## src/rtl/sdram_port_arb.sv

```systemverilog
// Three-client arbiter for the toggle-handshake SDRAM port1 of the MiST controller.
// Round-robin with optional client-0 priority and an optional one-word read cache per client.
module sdram_port_arb #(
  parameter bit PRIO0 = 1'b1,
  parameter bit CACHE = 1'b1
) (
  input  logic        clk,
  input  logic        reset,
  input  logic [2:0]  req,
  input  logic [2:0]  we,
  input  logic [68:0] a,
  input  logic [5:0]  ds,
  input  logic [47:0] d,
  output logic [2:0]  ack,
  output logic [15:0] q,
  output logic        busy,
  output logic [1:0]  grant,
  output logic        port1_req,
  input  logic        port1_ack,
  output logic        port1_we,
  output logic [22:0] port1_a,
  output logic [1:0]  port1_ds,
  output logic [15:0] port1_d,
  input  logic [15:0] port1_q,
  output logic [1:0]  state_dbg
);

  // Client handshake: a client holds req[n] and its we/a/ds/d fields stable
  // until ack[n] pulses for one cycle; holding req past the ack is a new request.
  typedef enum logic [1:0] {
    S_SYNC = 2'd0,
    S_IDLE = 2'd1,
    S_WAIT = 2'd2,
    S_DONE = 2'd3
  } state_t;

  state_t      state, state_nxt;
  logic [1:0]  ptr;
  logic [22:0] tag_a [3];
  logic [15:0] tag_d [3];
  logic [2:0]  tag_v;

  logic [22:0] cl_a  [3];
  logic [1:0]  cl_ds [3];
  logic [15:0] cl_d  [3];

  logic [1:0]  sel;
  logic        sel_vld;
  logic [1:0]  cand;
  logic [22:0] sel_a;
  logic        sel_we;
  logic [1:0]  sel_ds;
  logic [15:0] sel_d;
  logic        hit;
  logic        p1_match;

  function automatic logic [1:0] wrap3(input logic [2:0] v);
    logic [2:0] t;
    t = (v >= 3'd3) ? v - 3'd3 : v;
    return t[1:0];
  endfunction

  always_comb begin
    for (int k = 0; k < 3; k++) begin
      cl_a[k]  = a[k*23 +: 23];
      cl_ds[k] = ds[k*2 +: 2];
      cl_d[k]  = d[k*16 +: 16];
    end
  end

  // Scan from the highest offset down so the lowest offset from ptr wins.
  always_comb begin
    sel     = 2'd0;
    sel_vld = 1'b0;
    cand    = 2'd0;
    for (int k = 2; k >= 0; k--) begin
      cand = wrap3({1'b0, ptr} + 3'(k));
      if (req[cand]) begin
        sel     = cand;
        sel_vld = 1'b1;
      end
    end
    if (PRIO0 && req[0]) sel = 2'd0;
  end

  assign sel_a    = cl_a[sel];
  assign sel_we   = we[sel];
  assign sel_ds   = cl_ds[sel];
  assign sel_d    = cl_d[sel];
  assign hit      = CACHE && !sel_we && tag_v[sel] && (tag_a[sel] == sel_a);
  assign p1_match = (port1_ack == port1_req);

  always_comb begin
    state_nxt = state;
    case (state)
      S_SYNC:  if (p1_match) state_nxt = S_IDLE;
      S_IDLE:  if (sel_vld) state_nxt = hit ? S_DONE : S_WAIT;
      S_WAIT:  if (p1_match) state_nxt = S_DONE;
      S_DONE:  state_nxt = S_IDLE;
      default: state_nxt = S_SYNC;
    endcase
  end

  always_ff @(posedge clk or posedge reset) begin
    if (reset) begin
      state     <= S_SYNC;
      ptr       <= 2'd0;
      grant     <= 2'd3;
      ack       <= 3'b000;
      q         <= 16'h0000;
      port1_req <= 1'b0;
      port1_we  <= 1'b0;
      port1_a   <= 23'h0;
      port1_ds  <= 2'b00;
      port1_d   <= 16'h0000;
      tag_v     <= 3'b000;
      for (int k = 0; k < 3; k++) begin
        tag_a[k] <= 23'h0;
        tag_d[k] <= 16'h0000;
      end
    end else begin
      state <= state_nxt;
      case (state)
        S_IDLE: begin
          if (sel_vld) begin
            grant <= sel;
            if (hit) begin
              q   <= tag_d[sel];
              ack <= 3'b001 << sel;
            end else begin
              port1_req <= ~port1_req;
              port1_we  <= sel_we;
              port1_a   <= sel_a;
              port1_ds  <= sel_ds;
              port1_d   <= sel_d;
              // A write makes any cached copy of that word stale, whoever owns it.
              if (sel_we) begin
                for (int k = 0; k < 3; k++) begin
                  if (tag_a[k] == sel_a) tag_v[k] <= 1'b0;
                end
              end
            end
          end
        end
        S_WAIT: begin
          if (p1_match) begin
            ack <= 3'b001 << grant;
            if (!port1_we) begin
              q <= port1_q;
              if (CACHE) begin
                tag_a[grant] <= port1_a;
                tag_d[grant] <= port1_q;
                tag_v[grant] <= 1'b1;
              end
            end
          end
        end
        S_DONE: begin
          ack   <= 3'b000;
          ptr   <= wrap3({1'b0, grant} + 3'd1);
          grant <= 2'd3;
        end
        default: ;
      endcase
    end
  end

  assign busy      = (state != S_IDLE);
  assign state_dbg = state;

endmodule

```

## config.mk

```make
export PLATFORM = sky130hd
export DESIGN_NAME = sdram_port_arb
export DESIGN_NICKNAME = d
export VERILOG_FILES = /design/src/rtl/sdram_port_arb.sv
export SDC_FILE = /design/constraint.sdc
export NUM_CORES = 1
export LEC_CHECK = 0
export CORE_UTILIZATION = 48
export DETAILED_ROUTE_END_ITERATION = 10
export PLACE_DENSITY = 0.78
export SYNTH_ARGS = -nofsm -noshare
export SYNTH_HDL_FRONTEND = slang
export SYNTH_SLANG_ARGS = --single-unit
export TNS_END_PERCENT = 10
```

## constraint.sdc

```tcl
create_clock -name clk -period 6.6 [get_ports clk]
set_input_delay 1.32 -clock clk [delete_from_list [all_inputs] [get_ports clk]]
set_output_delay 1.32 -clock clk [all_outputs]
set_load 0.02 [all_outputs]
```

## Word level (Yosys, flattened, before mapping)

Cells that the tools add are included.

- Add/subtract/negate cells: 7
- Order comparisons: 13
- Equality and inequality tests: 19
- Shifts and indexed selects: 2
- Muxes and demuxes: 69
- Bitwise logic cells: 6
- Reduce and logical (&&, ||, !) cells: 18

Operator list:

| operator | number |
|---|---|
| 16-bit 2-to-1 mux | 9 |
| 23-bit 2-to-1 mux | 5 |
| 23-bit binary-select mux with 2-bit select | 2 |
| 23-bit == test | 4 |
| 69-bit bitwise mux | 1 |
| 16-bit binary-select mux with 2-bit select | 2 |
| 48-bit bitwise mux | 1 |
| 23-bit demux with 2-bit select | 1 |
| 16-bit demux with 2-bit select | 1 |
| 16-bit one-hot mux with 2 select lines | 1 |
| 2-bit 2-to-1 mux | 14 |
| 3-bit 2-to-1 mux | 8 |
| 7-bit AND reduction | 3 |
| 2-bit != test (second input constant) | 10 |
| 2-bit by 3-bit < comparator with 1-bit output (second input constant) | 5 |
| 1-bit 2-to-1 mux | 13 |
| 1-bit binary-select mux with 2-bit select | 5 |
| 3-bit by 2-bit greater-or-equal comparator with 1-bit output (second input constant) | 3 |
| 3-bit one-hot mux with 3 select lines | 1 |
| 3-bit AND reduction | 3 |
| 2-bit one-hot mux with 4 select lines | 1 |
| 2-bit subtractor (second input constant) | 4 |
| 2-bit by 1-bit adder with 3-bit output (second input constant) | 2 |
| 3-bit greater-or-equal comparator (second input constant) | 2 |
| 24 further kinds | 33 |

- Register bits: 188
- Word-level logic and storage cells: 153

## Longest topological paths before layout

- Depth after elaboration: 19
- Gate-level depth with buffers: 17
- Mapped depth without buffers: 11

## Worst setup path before layout

Ideal clock, no wire load.

- Kind: input port to flip-flop
- From: input req[1]
- To: register q[10]
- Arrival time: 3.953 ns
- Data required time: 6.473 ns
- Path slack: 2.520 ns
- Cell stages on the path: 13
- Buffers on the path: 4
- Path through: o21ba_1 o2111a_1 buf_2 clkbuf_1 buf_2 a21oi_1 a21oi_1 xor2_1 nor4_1 nand4_1 a21oi_4 buf_6 mux2_1

- Word-level cells in the longest chain between the ends: 14
- Elaborated cells on any way between the ends: 37
- Classes of those cells: eq/ne: 3; mux: 29; bitwise: 1; reduce/logical: 4

RTL lines:

| item | RTL line | RTL |
|---|---|---|
| from (decl) | 9 | `input logic [2:0] req,` |
| 1-bit binary-select mux with 2-bit select | 78 | `if (req[cand]) begin` |
| 1-bit 2-to-1 mux (not written as such) | 78 |  |
| 2-bit 2-to-1 mux (3 in series) | 78 |  |
| 2-bit 2-to-1 mux | 83 | `if (PRIO0 && req[0]) sel = 2'd0;` |
| 2-bit inverter with 3-bit output (not written as such) | 86, 90, 128 |  |
| 23-bit binary-select mux with 2-bit select, on equally long branches | 90, 86 |  |
| 23-bit 2-to-1 mux, on equally long branches (2 in series) | 90, 86 |  |
| 23-bit == test | 90 | `assign hit = CACHE && !sel_we && tag_v[sel] && (tag_a[sel] == sel_a);` |
| 1-bit logical AND | 90 |  |
| 2-bit != test (no line) | - |  |
| 5-bit AND reduction (no line) | - |  |
| to (signal assigned) | 128 | `q <= tag_d[sel];` |
| to (signal assigned) | 149 | `q <= port1_q;` |
| to (decl) | 15 | `output logic [15:0] q,` |

Parallel ways exist; a longest one is shown, timed or not. The select of a mux whose other input is x is not followed.
A chain may end at the register's enable or synchronous reset.

## Worst setup path after layout

- From: input req[1]
- To: register port1_a[21]

- Word-level cells in the longest chain between the ends: 14
- Elaborated cells on any way between the ends: 30
- Classes of those cells: eq/ne: 1; mux: 23; bitwise: 2; reduce/logical: 4

RTL lines:

| item | RTL line | RTL |
|---|---|---|
| 1-bit binary-select mux with 2-bit select | 78 |  |
| 1-bit 2-to-1 mux (not written as such) | 78 |  |
| 2-bit 2-to-1 mux (3 in series) | 78 |  |
| 2-bit 2-to-1 mux | 83 |  |
| 2-bit inverter with 3-bit output (not written as such) | 86, 90 |  |
| 23-bit binary-select mux with 2-bit select, on equally long branches | 90, 86 |  |
| 23-bit 2-to-1 mux, on equally long branches (2 in series) | 90, 86 |  |
| 23-bit == test | 90 |  |
| 1-bit logical AND | 90 |  |
| 1-bit inverter (no line) | - |  |
| 3-bit AND reduction (no line) | - |  |
| to (signal assigned) | 133 | `port1_a <= sel_a;` |
| to (decl) | 21 | `output logic [22:0] port1_a,` |

Parallel ways exist; a longest one is shown, timed or not. The select of a mux whose other input is x is not followed.

==> results.sh <==
export IMPL_grt_use_total_pct=28.7
export IMPL_busiest_layer="met2"
export IMPL_netlist_area_mm2=0.0111
export IMPL_start_util_pct=48.9
export IMPL_cts_root_buf="clkbuf_16"
export IMPL_cp_top_family="compound AO/OA/AOI/OAI gates"
export IMPL_ctsHoldBuffers=0
export IMPL_avgSynthCellArea_um2=10.0
export IMPL_r2r_start="ptr[0]"
export IMPL_hold_start="port1_d[0]"
export IMPL_worstSetupEndpointType="flip-flop"
export IMPL_use_met2_pct=46.2
export IMPL_fin_setup_tns_ns=0
export IMPL_use_met1_pct=38.3
export IMPL_core_mm2=0.0226
export IMPL_ctsResizeCount=0
export IMPL_dieArea_mm2=0.0237
export IMPL_drt_iter0_drc=915
export IMPL_cts_max_level=4
export IMPL_tightestPinTransition_ns=1.19
export IMPL_timing_hold_violations_final=0
export IMPL_met3_usage_pct=4.62
export IMPL_syn_inst=1106
export IMPL_syn_to_final_growth_pct=27.0
export IMPL_drt_total_wl_mm=33.7
export IMPL_ir_worst_vdd_v=0.000228
export IMPL_grt_max_degree=144
export IMPL_finalPower_mw=6.30
export IMPL_port_buffers=214
export IMPL_antenna_found_initial=0
export IMPL_rsz0062_at_grt="false"
export IMPL_status="complete, no violations"
export IMPL_avgViaCountPerCell=6.20
export IMPL_cts_tree="yes"
export IMPL_yosys_most_used_dff="dfrtp_1"
export IMPL_finalNetCount=1443
export IMPL_synth_edf_count=0
export IMPL_worstPathCellList="clkdlybuf4s50_1 -> o21ba_1 -> o2111a_2 -> buf_4 -> nand2b_1 -> a211oi_1 -> nand4b_1 -> nor4b_2 -> and4_1 -> nor3_4 -> buf_4 -> mux2_1"
export IMPL_drt_antenna_violating_nets=0
export IMPL_grt_pass1_vias=9427
export IMPL_die_height_um=154
export IMPL_seq_area_frac_synth_pct=42.5
export IMPL_setup_viol=0
export IMPL_maxSlewViolCount=0
export IMPL_crit_buf_inv=3
export IMPL_min_period_ns=5.44
export IMPL_cp_slowest_cell="o2111a_2"
export IMPL_cts_buffers=17
export IMPL_synth_nets=1264
export IMPL_fp_dieW_um=154
export IMPL_fmax_mhz=184
export IMPL_cp_max_fo=47
export IMPL_io_pins=215
export IMPL_wl_per_cell_um=21.3
export IMPL_async_reset_ff_share_pct=100
export IMPL_dp_hpwl_mm=23.3
export IMPL_min_path_type="flip-flop to flip-flop"
export IMPL_arrival_ns=5.76
export IMPL_worstPathRequired_ns=6.92
export IMPL_rows=55
export IMPL_n_antenna_cell=0
export IMPL_grt_ovfl_total=0
export IMPL_drc=0
export IMPL_drive_gt1_share_pct=15.6
export IMPL_ys_warnings_count=0
export IMPL_cts_sinks=188
export IMPL_path_clk_slew_ns=0.08
export IMPL_dp_cells=1551
export IMPL_grt_pass1_wl_mm=52.6
export IMPL_worst_clock_skew_ns=0.0201
export IMPL_fin_cells=1583
export IMPL_period_share_pct=82.4
export IMPL_whs_path_depth=1
export IMPL_place_gp_congestion=0.939
export IMPL_p_per_area_mw_per_mm2=448
export IMPL_cts_setup_buffers=0
export IMPL_ys_types=67
export IMPL_critical_path_depth=12
export IMPL_clk_latency_ns=0.46
export IMPL_drt_pass1_iter_count=7
export IMPL_power_leakage_nw=6.11
export IMPL_num_vias=9811
export IMPL_setup_worst_path_start_class="primary input"
export IMPL_ys_ff_latch=188
export IMPL_r2r_cells=14
export IMPL_cts_buffer_depth=2
export IMPL_worstSetupPathType="primary input to flip-flop"
export IMPL_hold_slack_ns=0.488
export IMPL_cp_startpoint="req[1]"
export IMPL_crit_path_max_incr_delay_ns=0.94
export IMPL_crit_path_frequent_cell="buf_4"
export IMPL_maxSlewHeadroom_pct=20.4
export IMPL_maxCapViolations=0
worst register-to-register path: cells and delay by family, from the launching register on:
kind	cells	cell delay [ns]
buffers and inverters	5	1.57
AND/OR/NAND/NOR	4	1.09
multiplexers	1	0.39
flip-flops	1	0.42
adder cells (fa/ha/maj)	1	0.45
AO/OA/AOI/OAI	3	1.22
final cells by class:
class	count	area (um2)
clock buffer	17	425
clock inverter	15	200
fill	1798	8570
inverter	27	109
multi-input combinational	820	5980
sequential	188	4710
tap	285	357
timing repair buffer	231	2290
layout by cell type, fill, tap and decap left out, drive strengths merged, types with 11 or more instances in the layout:
| master | count |
|---|---|
| clkdlybuf4s50 | 214 |
| dfrtp | 186 |
| mux2 | 175 |
| nand2 | 107 |
| nor2 | 90 |
| o21ai | 60 |
| a21oi | 55 |
| or3 | 36 |
| inv | 35 |
| o211ai | 27 |
| a31oi | 26 |
| and3 | 25 |
| a221oi | 23 |
| nand4 | 21 |
| xor2 | 18 |
| xnor2 | 18 |
| clkbuf | 17 |
| buf | 17 |
| nand2b | 16 |
| o2111ai | 13 |
| o211a | 13 |
| nor3 | 11 |
cells by family after synthesis:
group	share of synthesized area [%]
simple gates	15.2
compound gates	16.5
buf+inv	3.93
flops	42.5
fa+ha+maj	1.22
xor+xnor	2.85
mux	17.9
sequential cells by signal, indices dropped and copies added (netlist names):
signal	flops
grant	2
ack	3
port1_req	1
tag_a	69
state_dbg	2
port1_we	1
tag_d	48
port1_d	16
tag_v	3
port1_ds	2
ptr	2
q	16
port1_a	23
synthesized netlist by cell type, drive strengths merged (2+ instances only):
cell type / number / area share [%]
dfrtp: 186 / 42
mux2: 175 / 18
nand2: 107 / 3.6
nor2: 90 / 3.0
o21ai: 60 / 2.7
a21oi: 55 / 2.6
clkbuf: 41 / 1.4
or3: 36 / 2.1
buf: 30 / 1.6
inv: 27 / 0.91
o211ai: 27 / 2.0
a31oi: 26 / 1.5
and3: 25 / 1.4
a221oi: 23 / 2.3
nand4: 21 / 1.2
xnor2: 18 / 1.4
xor2: 18 / 1.4
nand2b: 16 / 0.90
o2111ai: 13 / 1.1
o211a: 13 / 1.2
nor3: 11 / 0.54
ha: 10 / 1.1
a211oi: 9 / 0.65
nand4b: 9 / 0.71
nor4: 8 / 0.45
a211o: 7 / 0.55
a221o: 5 / 0.45
or4: 4 / 0.27
and2: 3 / 0.17
nand3: 3 / 0.14
nor4b: 3 / 0.29
o22a: 3 / 0.24
a21boi: 2 / 0.14
dfstp: 2 / 0.47
o21a: 2 / 0.14
o32ai: 2 / 0.16
o41ai: 2 / 0.23
stage by stage:
step / setup slack, ns / cell area [um2] / utilization, %
floorplan: 0.170 / 11100 / -
CTS: 1.25 / 14100 / 62.1
detailed placement: 0.834 / 13400 / 59.4
global placement: 0.897 / 13400 / 59.4
global route: 0.965 / 14100 / 62.1
finish: 1.16 / 14100 / 62.1
per-layer routing:
| layer | wire (um) | vias up |
|---|---|---|
| met5 | 0 | - |
| met4 | 1150 | 0 |
| met3 | 2430 | 88 |
| met2 | 16000 | 482 |
| met1 | 14100 | 4806 |
| li1 | - | 4435 |
where the power goes:
part / total [mW] / internal [mW] / switching, mW
combinational: 3.15 / 1.44 / 1.71
sequential: 2.07 / 1.63 / 0.440
clock: 1.07 / 0.525 / 0.549
final timing paths:
path,to,slack (ns)
setup / recovery,port1_a[21],1.16
hold / removal,port1_d[0],0.49
setup reg to reg,port1_a[21],1.33
hold reg to reg,port1_d[0],0.49
max in group asynchronous,tag_a[58],3.87
min in group asynchronous,tag_a[13],1.49
Note: power is estimated with default switching activity, not from simulation.
